===== config.mk =====
export PLATFORM = sky130hd
export DESIGN_NAME = div_sequencer
export DESIGN_NICKNAME = d
export VERILOG_FILES = /design/src/rtl/div_sequencer_pkg.sv /design/src/rtl/div_datapath.sv /design/src/rtl/div_sequencer.sv
export SDC_FILE = /design/constraint.sdc
export NUM_CORES = 1
export LEC_CHECK = 0
export ABC_AREA = 0
export CORE_MARGIN = 2
export CORE_UTILIZATION = 40
export CTS_BUF_LIST = sky130_fd_sc_hd__clkbuf_4 sky130_fd_sc_hd__clkbuf_8 sky130_fd_sc_hd__clkbuf_16
export DETAILED_ROUTE_END_ITERATION = 7
export PLACE_DENSITY = 0.7
export SYNTH_ARGS = -nofsm -noshare
export SYNTH_HDL_FRONTEND = slang
export SYNTH_SLANG_ARGS = --single-unit

===== constraint.sdc =====
create_clock -name clk_i -period 5.2 [get_ports clk_i]
set_input_delay 0.52 -clock clk_i [delete_from_list [all_inputs] [get_ports clk_i]]
set_output_delay 0.52 -clock clk_i [all_outputs]
set_load 0.05 [all_outputs]

===== src/rtl/div_sequencer_pkg.sv =====
// Shared definitions for the M-extension divide unit.
// Optional result cache is enabled with DIV_RESULT_CACHE_EN.
package div_sequencer_pkg;

    localparam int XLEN_DEF = 32;

    typedef enum logic [2:0] {
        OP_DIV  = 3'b100,
        OP_DIVU = 3'b101,
        OP_REM  = 3'b110,
        OP_REMU = 3'b111
    } div_op_e;

    typedef enum logic [1:0] {
        S_IDLE,
        S_CALC,
        S_DONE
    } state_e;

    // All four divide encodings share funct3[2] = 1.
    function automatic logic is_div_op(input logic [2:0] funct3);
        return funct3[2];
    endfunction

endpackage


===== src/rtl/div_datapath.sv =====
// Radix-2 restoring divide datapath: one quotient bit per step.
// Holds the partial remainder, the dividend/quotient shifter and the divisor.
module div_datapath #(
    parameter int XLEN = 32
) (
    input  logic            clk,
    input  logic            rst,
    input  logic            load,
    input  logic            step,
    input  logic [XLEN-1:0] dividend,
    input  logic [XLEN-1:0] divisor,
    output logic [XLEN-1:0] quo_next,
    output logic [XLEN-1:0] rem_next
);

    logic [XLEN-1:0] quo;
    logic [XLEN-1:0] rem;
    logic [XLEN-1:0] dsr;
    logic [XLEN:0]   shifted;
    logic [XLEN:0]   diff;
    logic            fits;

    // Shift in the next dividend bit and try to subtract the divisor.
    always_comb begin
        shifted  = {rem, quo[XLEN-1]};
        diff     = shifted - {1'b0, dsr};
        fits     = ~diff[XLEN];
        rem_next = fits ? diff[XLEN-1:0] : shifted[XLEN-1:0];
        quo_next = {quo[XLEN-2:0], fits};
    end

    // Load operands on accept, advance one bit per step.
    always_ff @(posedge clk) begin
        if (rst) begin
            quo <= '0;
            rem <= '0;
            dsr <= '0;
        end else if (load) begin
            quo <= dividend;
            rem <= '0;
            dsr <= divisor;
        end else if (step) begin
            quo <= quo_next;
            rem <= rem_next;
        end
    end

endmodule


===== src/rtl/div_sequencer.sv =====
// Divide sequencer: FSM, counter, sign fix-up, special cases.
// Define DIV_RESULT_CACHE_EN to reuse the last completed result.
module div_sequencer
    import div_sequencer_pkg::*;
#(
    parameter int XLEN = XLEN_DEF
) (
    input  logic            clk_i,
    input  logic            rst_i,
    input  logic            start_i,
    input  logic [2:0]      funct3_i,
    input  logic [XLEN-1:0] dividend_i,
    input  logic [XLEN-1:0] divisor_i,
    input  logic            flush_i,
    output logic            stall_o,
    output logic            busy_o,
    output logic            done_o,
    output logic [XLEN-1:0] result_o
);

    localparam int CW = $clog2(XLEN);
    localparam logic [XLEN-1:0] MIN_NEG = {1'b1, {(XLEN-1){1'b0}}};

    state_e          state;
    logic [CW-1:0]   cnt;
    logic            rem_sel;
    logic            neg_q;
    logic            neg_r;
    logic            accept;
    logic            sgn_in;
    logic            a_neg;
    logic            b_neg;
    logic [XLEN-1:0] a_mag;
    logic [XLEN-1:0] b_mag;
    logic            special;
    logic [XLEN-1:0] sp_q;
    logic [XLEN-1:0] sp_r;
    logic [XLEN-1:0] quo_next;
    logic [XLEN-1:0] rem_next;
    logic [XLEN-1:0] fin_q;
    logic [XLEN-1:0] fin_r;
    logic            last;
    logic            hit;
    logic [XLEN-1:0] hit_res;

    assign stall_o = start_i & is_div_op(funct3_i) & ~flush_i
                   & (state != S_DONE);

    // Operand decode, magnitudes, special cases and final sign fix-up.
    always_comb begin
        accept  = (state == S_IDLE) & start_i & is_div_op(funct3_i)
                & ~flush_i;
        sgn_in  = ~funct3_i[0];
        a_neg   = sgn_in & dividend_i[XLEN-1];
        b_neg   = sgn_in & divisor_i[XLEN-1];
        a_mag   = a_neg ? -dividend_i : dividend_i;
        b_mag   = b_neg ? -divisor_i : divisor_i;
        special = 1'b0;
        sp_q    = dividend_i;
        sp_r    = '0;
        if (divisor_i == '0) begin
            special = 1'b1;
            sp_q    = '1;
            sp_r    = dividend_i;
        end else if (sgn_in && dividend_i == MIN_NEG
                     && divisor_i == '1) begin
            special = 1'b1;
        end
        fin_q = neg_q ? -quo_next : quo_next;
        fin_r = neg_r ? -rem_next : rem_next;
        last  = (state == S_CALC) & (cnt == '0) & ~flush_i;
    end

    div_datapath #(.XLEN(XLEN)) u_dp (
        .clk      (clk_i),
        .rst      (rst_i),
        .load     (accept),
        .step     ((state == S_CALC) & ~flush_i),
        .dividend (a_mag),
        .divisor  (b_mag),
        .quo_next (quo_next),
        .rem_next (rem_next)
    );

`ifdef DIV_RESULT_CACHE_EN
    logic            c_valid;
    logic [XLEN-1:0] c_a;
    logic [XLEN-1:0] c_b;
    logic            c_sgn;
    logic [XLEN-1:0] c_q;
    logic [XLEN-1:0] c_r;
    logic [XLEN-1:0] op_a;
    logic [XLEN-1:0] op_b;
    logic            op_sgn;

    always_comb begin
        hit     = c_valid & (c_a == dividend_i) & (c_b == divisor_i)
                & (c_sgn == sgn_in);
        hit_res = funct3_i[1] ? c_r : c_q;
    end

    // Track in-flight operands and record every completed result.
    always_ff @(posedge clk_i) begin
        if (rst_i) begin
            c_valid <= 1'b0;
            c_a     <= '0;
            c_b     <= '0;
            c_sgn   <= 1'b0;
            c_q     <= '0;
            c_r     <= '0;
            op_a    <= '0;
            op_b    <= '0;
            op_sgn  <= 1'b0;
        end else if (accept) begin
            op_a   <= dividend_i;
            op_b   <= divisor_i;
            op_sgn <= sgn_in;
            if (special && !hit) begin
                c_valid <= 1'b1;
                c_a     <= dividend_i;
                c_b     <= divisor_i;
                c_sgn   <= sgn_in;
                c_q     <= sp_q;
                c_r     <= sp_r;
            end
        end else if (last) begin
            c_valid <= 1'b1;
            c_a     <= op_a;
            c_b     <= op_b;
            c_sgn   <= op_sgn;
            c_q     <= fin_q;
            c_r     <= fin_r;
        end
    end
`else
    assign hit     = 1'b0;
    assign hit_res = '0;
`endif

    // Sequencer FSM with registered busy/done/result.
    always_ff @(posedge clk_i) begin
        if (rst_i) begin
            state    <= S_IDLE;
            cnt      <= '0;
            busy_o   <= 1'b0;
            done_o   <= 1'b0;
            result_o <= '0;
            rem_sel  <= 1'b0;
            neg_q    <= 1'b0;
            neg_r    <= 1'b0;
        end else begin
            done_o <= 1'b0;
            if (flush_i) begin
                state  <= S_IDLE;
                busy_o <= 1'b0;
            end else begin
                unique case (state)
                    S_IDLE: begin
                        if (accept) begin
                            rem_sel <= funct3_i[1];
                            neg_q   <= a_neg ^ b_neg;
                            neg_r   <= a_neg;
                            if (hit) begin
                                result_o <= hit_res;
                                done_o   <= 1'b1;
                                state    <= S_DONE;
                            end else if (special) begin
                                result_o <= funct3_i[1] ? sp_r : sp_q;
                                done_o   <= 1'b1;
                                state    <= S_DONE;
                            end else begin
                                cnt    <= CW'(XLEN - 1);
                                busy_o <= 1'b1;
                                state  <= S_CALC;
                            end
                        end
                    end
                    S_CALC: begin
                        cnt <= cnt - 1'b1;
                        if (cnt == '0) begin
                            result_o <= rem_sel ? fin_r : fin_q;
                            done_o   <= 1'b1;
                            busy_o   <= 1'b0;
                            state    <= S_DONE;
                        end
                    end
                    S_DONE: state <= S_IDLE;
                    default: state <= S_IDLE;
                endcase
            end
        end
    end

endmodule


=== Word level (Yosys, flattened, before mapping) ===
Index checks and enable logic that the tools add are counted.

* $add $sub $neg: 6
* Multipliers: 0
* Div/mod/pow operators: 0
* $lt $le $gt $ge: 0
* Equal/unequal tests: 8
* Shifts and indexed selects: 0
* Muxes and demuxes: 32
* Bitwise logic cells: 13
* Reduce and logical (&&, ||, !) cells: 14

{| class="wikitable"
|+ Operators by type and width
! cell !! number
|-
| 2-to-1 mux 32 bit || 14
|-
| negation 32 bit || 4
|-
| equality test 32 bit (second input constant) || 2
|-
| case mux 32 bit (2 select lines) || 1
|-
| subtractor 33 x 32 -> 33 bit || 1
|-
| zero test 32 bit || 1
|-
| 2-to-1 mux 5 bit || 2
|-
| case mux 5 bit (2 select lines) || 1
|-
| AND 1 bit || 9
|-
| 2-to-1 mux 1 bit || 8
|-
| inequality test 2 bit (second input constant) || 4
|-
| AND reduction 4 bit || 2
|-
| 2-to-1 mux 2 bit || 3
|-
| zero test 5 bit || 1
|-
| AND reduction 5 bit || 1
|-
| subtractor 5 x 1 -> 5 bit (second input constant) || 1
|-
| case mux 1 bit (2 select lines) || 2
|-
| case mux 2 bit (2 select lines) || 1
|-
| nonzero test 2 bit || 2
|-
| OR reduction 2 bit || 2
|-
| inverter 1 bit || 3
|-
| AND reduction 3 bit || 1
|-
| equality test 2 x 1 -> 1 bit (second input constant) || 1
|-
| logical AND 1 bit || 2
|-
| 4 further kinds || 4
|}

* Bits in registers: 140
* Latch bits: 0
* Bits in writable memories: 0
* Memory bits (read-only): 0
* Bits of input ports: 71
* Output and inout port bits: 35
* Logic and storage cells: 84
* Memories kept: 0

=== Longest topological paths before layout ===
* Depth after elaboration: 8
* Gate-level depth with buffers: 23
* Depth with buffers taken out: 21

=== Modules after synthesis ===
A second synthesis with hierarchy kept.

* Cells, all modules: 1,550
* Area, all modules: 11,876.4 um^2

{| class="wikitable"
|+ By module, submodules not included
! module !! times used !! cells an instance !! area each (um^2) !! sequential area each (um^2)
|-
| div_datapath || 1 || 799 || 6,475.0 || 1,921.8
|-
| div_sequencer || 1 || 751 || 5,401.4 || 880.8
|}

=== Worst setup path after synthesis ===
No wires, ideal clock.

* Kind: register to register
* Start: register u_dp.dsr[22]
* End: register result_o[26]
* Library setup time: 0.117 ns
* Arrival: 4.453 ns
* Required time: 5.083 ns
* Slack: 0.630 ns
* Cell stages (with the launch flop): 23
* Buffers on the path: 3
* Clock period less this slack: 4.570 ns
* Cell sequence: dfxtp_1 > inv_1 > ha_1 > clkbuf_1 > a21oi_1 > a21oi_1 > a211o_1 > a2111oi_2 > mux2_2 > nor2_1 > inv_1 > buf_2 > clkbuf_1 > nor2_1 > a21oi_1 > ha_1 > inv_1 > nor4_1 > nand4_1 > o41a_1 > nor3_1 > mux2i_1 > a22o_1

* Longest elaborated chain between the ends: 7
* Elaborated cells between the ends (all ways): 10
* Those cells by class: 3 x add/sub; 6 x mux; 1 x bitwise

{| class="wikitable"
|+ RTL lines
! item !! RTL line !! text
|-
| start, declared || div_datapath.sv:18 || <nowiki>logic [XLEN-1:0] dsr;</nowiki>
|-
| start signal, assigned || div_datapath.sv:41 || <nowiki>dsr <= divisor;</nowiki>
|-
| subtractor 33 x 32 -> 33 bit * || div_datapath.sv:26 || <nowiki>diff = shifted - {1'b0, dsr};</nowiki>
|-
| 2-to-1 mux 32 bit / inverter 1 bit (equally long branches) || div_datapath.sv:28, div_datapath.sv:27 ||
|-
| negation 32 bit, on equally long branches || div_sequencer.sv:70, div_sequencer.sv:69 ||
|-
| 2-to-1 mux 32 bit, on equally long branches || div_sequencer.sv:70, div_sequencer.sv:69 ||
|-
| 2-to-1 mux 32 bit * || div_sequencer.sv:181 || <nowiki>result_o <= rem_sel ? fin_r : fin_q;</nowiki>
|-
| 2-to-1 mux 32 bit * || div_sequencer.sv:180 || <nowiki>if (cnt == '0) begin</nowiki>
|-
| case mux 32 bit (2 select lines) * || div_sequencer.sv:157 || <nowiki>unique case (state)</nowiki>
|-
| end signal, assigned || div_sequencer.sv:164 || <nowiki>result_o <= hit_res;</nowiki>
|-
| end signal, assigned || div_sequencer.sv:168 || <nowiki>result_o <= funct3_i[1] ? sp_r : sp_q;</nowiki>
|-
| end signal, assigned || div_sequencer.sv:181 ||
|-
| end, declared || div_sequencer.sv:18 || <nowiki>output logic [XLEN-1:0] result_o</nowiki>
|}

Every way passes the cells marked *; elsewhere a longest branch is shown, timed or not. The select of a mux whose other input is x is not followed.
A chain may end at the register's enable or synchronous reset.

=== Worst setup path in the final report ===
* Start: register u_dp.rem[6]
* End: register result_o[26]

* Longest elaborated chain between the ends: 7
* Elaborated cells between the ends (all ways): 10
* Those cells by class: 3 x add/sub; 6 x mux; 1 x bitwise

{| class="wikitable"
|+ RTL lines
! item !! RTL line !! text
|-
| start, declared || div_datapath.sv:17 || <nowiki>logic [XLEN-1:0] rem;</nowiki>
|-
| start signal, assigned || div_datapath.sv:44 || <nowiki>rem <= rem_next;</nowiki>
|-
| subtractor 33 x 32 -> 33 bit || div_datapath.sv:26 ||
|-
| 2-to-1 mux 32 bit / inverter 1 bit (equally long branches) || div_datapath.sv:28, div_datapath.sv:27 ||
|-
| negation 32 bit, on equally long branches || div_sequencer.sv:70, div_sequencer.sv:69 ||
|-
| 2-to-1 mux 32 bit, on equally long branches || div_sequencer.sv:70, div_sequencer.sv:69 ||
|-
| 2-to-1 mux 32 bit * || div_sequencer.sv:181 ||
|-
| 2-to-1 mux 32 bit * || div_sequencer.sv:180 ||
|-
| case mux 32 bit (2 select lines) * || div_sequencer.sv:157 ||
|}

Marked as above.

==> flow_summary.toml <==
[run_status]
status = "finished clean"

[floorplanning]
die_h_um = 175
initial_core_util_pct = 40.6
die_w_um = 175
core_area_um2 = 28800
ios = 106
fp.dieArea_um2 = 30600
core.rowCount = 62

[detailed_routing]
wl_per_cell_um = 19.7
vias_per_cell = 6.12
wl_um = 40200
drc = 0
drt-pass1-iter-count = 6
via_count = 12500
ant_nets = 0
drtIter0Drc = 1334

[clocking]
cts_tree = "built"
cts_buffers = 17
clock-sinks = 140
cts_root_buf = "clkbuf_16"
cts_resized = 0
cts_max_level = 4
post_cts_buffers = 0
ctsLongestPathBuffers = 2
clk_latency_ns = 0.43
hold_buffers = 0
clk_pin_slew_ns = 0.06

[logic_synthesis]
async_flop_share_pct = 0
synth-seq-cells = 140
synth_area_um2 = 11700
syn_inst = 1603
synthXorXnorAreaFrac_pct = 10.0
yosys.area_share.simple_pct = 22.1
synth_mux_area_share_pct = 2.06
synth_top_family_by_area = "compound AO/OA/AOI/OAI gates"
synth_cell_types = 86
synth_nets = 1713
yosysWarnings = 0
avgSynthCellArea_um2 = 7.30
synthAdderAreaFrac_pct = 6.03
seq_area_frac_synth_pct = 24.0
synth_top_flop_cell = "dfxtp_1"
synth_enable_flop_cells = 0
synth-compound-area-share_pct = 29.8

[final_layout]
drive_gt1_share_pct = 5.62
postLayoutCellArea_um2 = 13500
instances_no_fill = 2038
fillers = 2860
syn_to_final_growth_pct = 15.8
n_antenna_cell = 0
nets = 1751
final_util_pct = 47.1

[placement]
gp_congestion = 0.910
detailedPlacementHpwl_um = 30300
placed_area_um2 = 13000
portBuffers = 105
place_inst = 2006

[worst_setup_path]
startpoint_type = "flip-flop"
path_max_fanout = 8
worstSetupPathType = "flip-flop to flip-flop"
crit_required_ns = 5.58
crit_arrival_ns = 5.15
end_kind = "flip-flop"

[timing]
hold_ws_ns = 0.455
fin_worst_skew_ns = 0.00940
tightest_slew_ns = 1.21
slew_viol_final = 0
fmax_mhz = 210
fin_crit_sh_pct = 91.8
finalHoldViolCount = 0
finalCriticalPeriod_ns = 4.77
setup_viol = 0
tns_ns = 0
maxSlewHeadroom_pct = 19.0
rsz0062_at_grt = "no"

[flow_run]
cap_violations = 0

[pwr]
powerDensity_nw_per_um2 = 251
p_leak_nw = 4.78
ir_drop_v = 0.000179

[global_route]
grt_overflow = 0
antenna_found_initial = 0
grt_start_max_net_pins = 96
grt_pass1_vias = 11400
grt_pass1_wl_um = 63000
grt_use_total_pct = 25.8

[min_path]
hold_path.class = "flip-flop to flip-flop"
[cells in the final DEF, fill, tap and decap left out, drive strengths merged, types with 14 or more instances in the layout]
cell and count:
xnor2 75, a21oi 153, o31ai 19, dfxtp 140
or3 21, ha 38, nand4 24, nand2 135
nor2 182, xor2 59, a211oi 75, nand3 29
o21ai 94, nand2b 14, inv 71, o211ai 14
mux2i 23, clkdlybuf4s50 104, nor4 25, clkbuf 23
a22oi 32, buf 24, a21o 16, nor3 47
maj3 21
[report_power, final]
group / switching (mW) / internal, mW
Clock: 0.509 / 0.671
Sequential: 0.0322 / 1.10
Combinational: 0.682 / 0.400
Total: 1.22 / 2.17
[cell usage after synthesis, types with 21 or more instances]
cell,count,area share (%)
nor3_1,45,1.9
buf_2,21,0.90
nand4_1,23,1.2
ha_1,38,4.1
dfxtp_1,140,24
mux2i_1,23,2.0
xor2_1,59,4.4
o21ai_0,87,3.7
a22oi_1,32,2.1
xnor2_1,75,5.6
nand3_1,29,1.2
a211oi_1,73,4.7
maj3_1,21,1.8
inv_1,69,2.2
clkbuf_1,84,2.7
nor2_1,181,5.8
a21oi_1,152,6.5
nor4_1,23,1.2
nand2_1,134,4.3
[metal layers]
metal / GRT usage [%] / vias to the layer above / share of wire (%)
li1: - / 5956 / -
met1: 36.3 / 5976 / 46
met2: 41.2 / 487 / 46
met3: 3.98 / 47 / 6.7
met4: 6.42 / 0 / 1.7
met5: 0 / - / 0
[state kept, by name (all words and copies together) (netlist names)]
signal and cells:
u_dp.dsr 32, state 2, u_dp.quo 32, rem_sel 1, done_o 1, cnt 5, u_dp.rem 32, busy_o 1
neg_r 1, result_o 32, neg_q 1
[stage by stage]
step                      power (mW)  setup slack [ns]
after floorplan                 1.88             0.630
after global placement          2.20             0.529
after detailed placement        2.21             0.502
after CTS                       3.38             0.474
after global routing            3.54            0.0951
final                           3.40             0.427
[worst paths after layout]
check                                  from                   endpoint  slack [ns]  cells past startpoint
hold / removal    u_dp.dsr[31]$_SDFFE_PP0P_  u_dp.dsr[31]$_SDFFE_PP0P_        0.45                      2
hold reg to reg   u_dp.dsr[31]$_SDFFE_PP0P_  u_dp.dsr[31]$_SDFFE_PP0P_        0.45                      2
setup reg to reg   u_dp.rem[6]$_SDFFE_PP0P_  result_o[26]$_SDFFE_PP0P_        0.43                     17
setup / recovery   u_dp.rem[6]$_SDFFE_PP0P_  result_o[26]$_SDFFE_PP0P_        0.43                     17
[final cells by class]
cell class | count | area, um2 | area share (%)
timing repair buffer | 128 | 1220 | 9.02
tap | 384 | 480 | 3.55
sequential | 140 | 2800 | 20.7
inverter | 71 | 267 | 1.97
clock buffer | 23 | 495 | 3.66
clock inverter | 9 | 62.6 | 0.462
multi-input combinational | 1283 | 8210 | 60.6
[kinds of logic (layout without fill, tap and decap cells)]
group / after synthesis / count (layout)
xor gates and xnor gates: 134 / 134
adders and majority gates: 60 / 60
muxes: 24 / 24
DFF: 140 / 140
buffers and inverters: 180 / 231
and+or+nand+nor: 538 / 538
AOI/OAI and AO/OA: 527 / 527
[worst max-delay path, stage by stage (launching register included)]
cell and delay (ns):
dfxtp_1 0.42, ha_1 0.36, a21oi_1 0.28, o21ai_0 0.23, o21a_1 0.29, o211ai_1 0.28, mux2_2 0.41, nor2_4 0.24
inv_1 0.13, a21oi_1 0.27, ha_1 0.22, inv_1 0.12, nor4_1 0.51, nand4_1 0.16, o41a_1 0.17, nor3_1 0.26
mux2i_1 0.23, a22o_1 0.14
No activity file was read; power rests on OpenSTA's default activity.
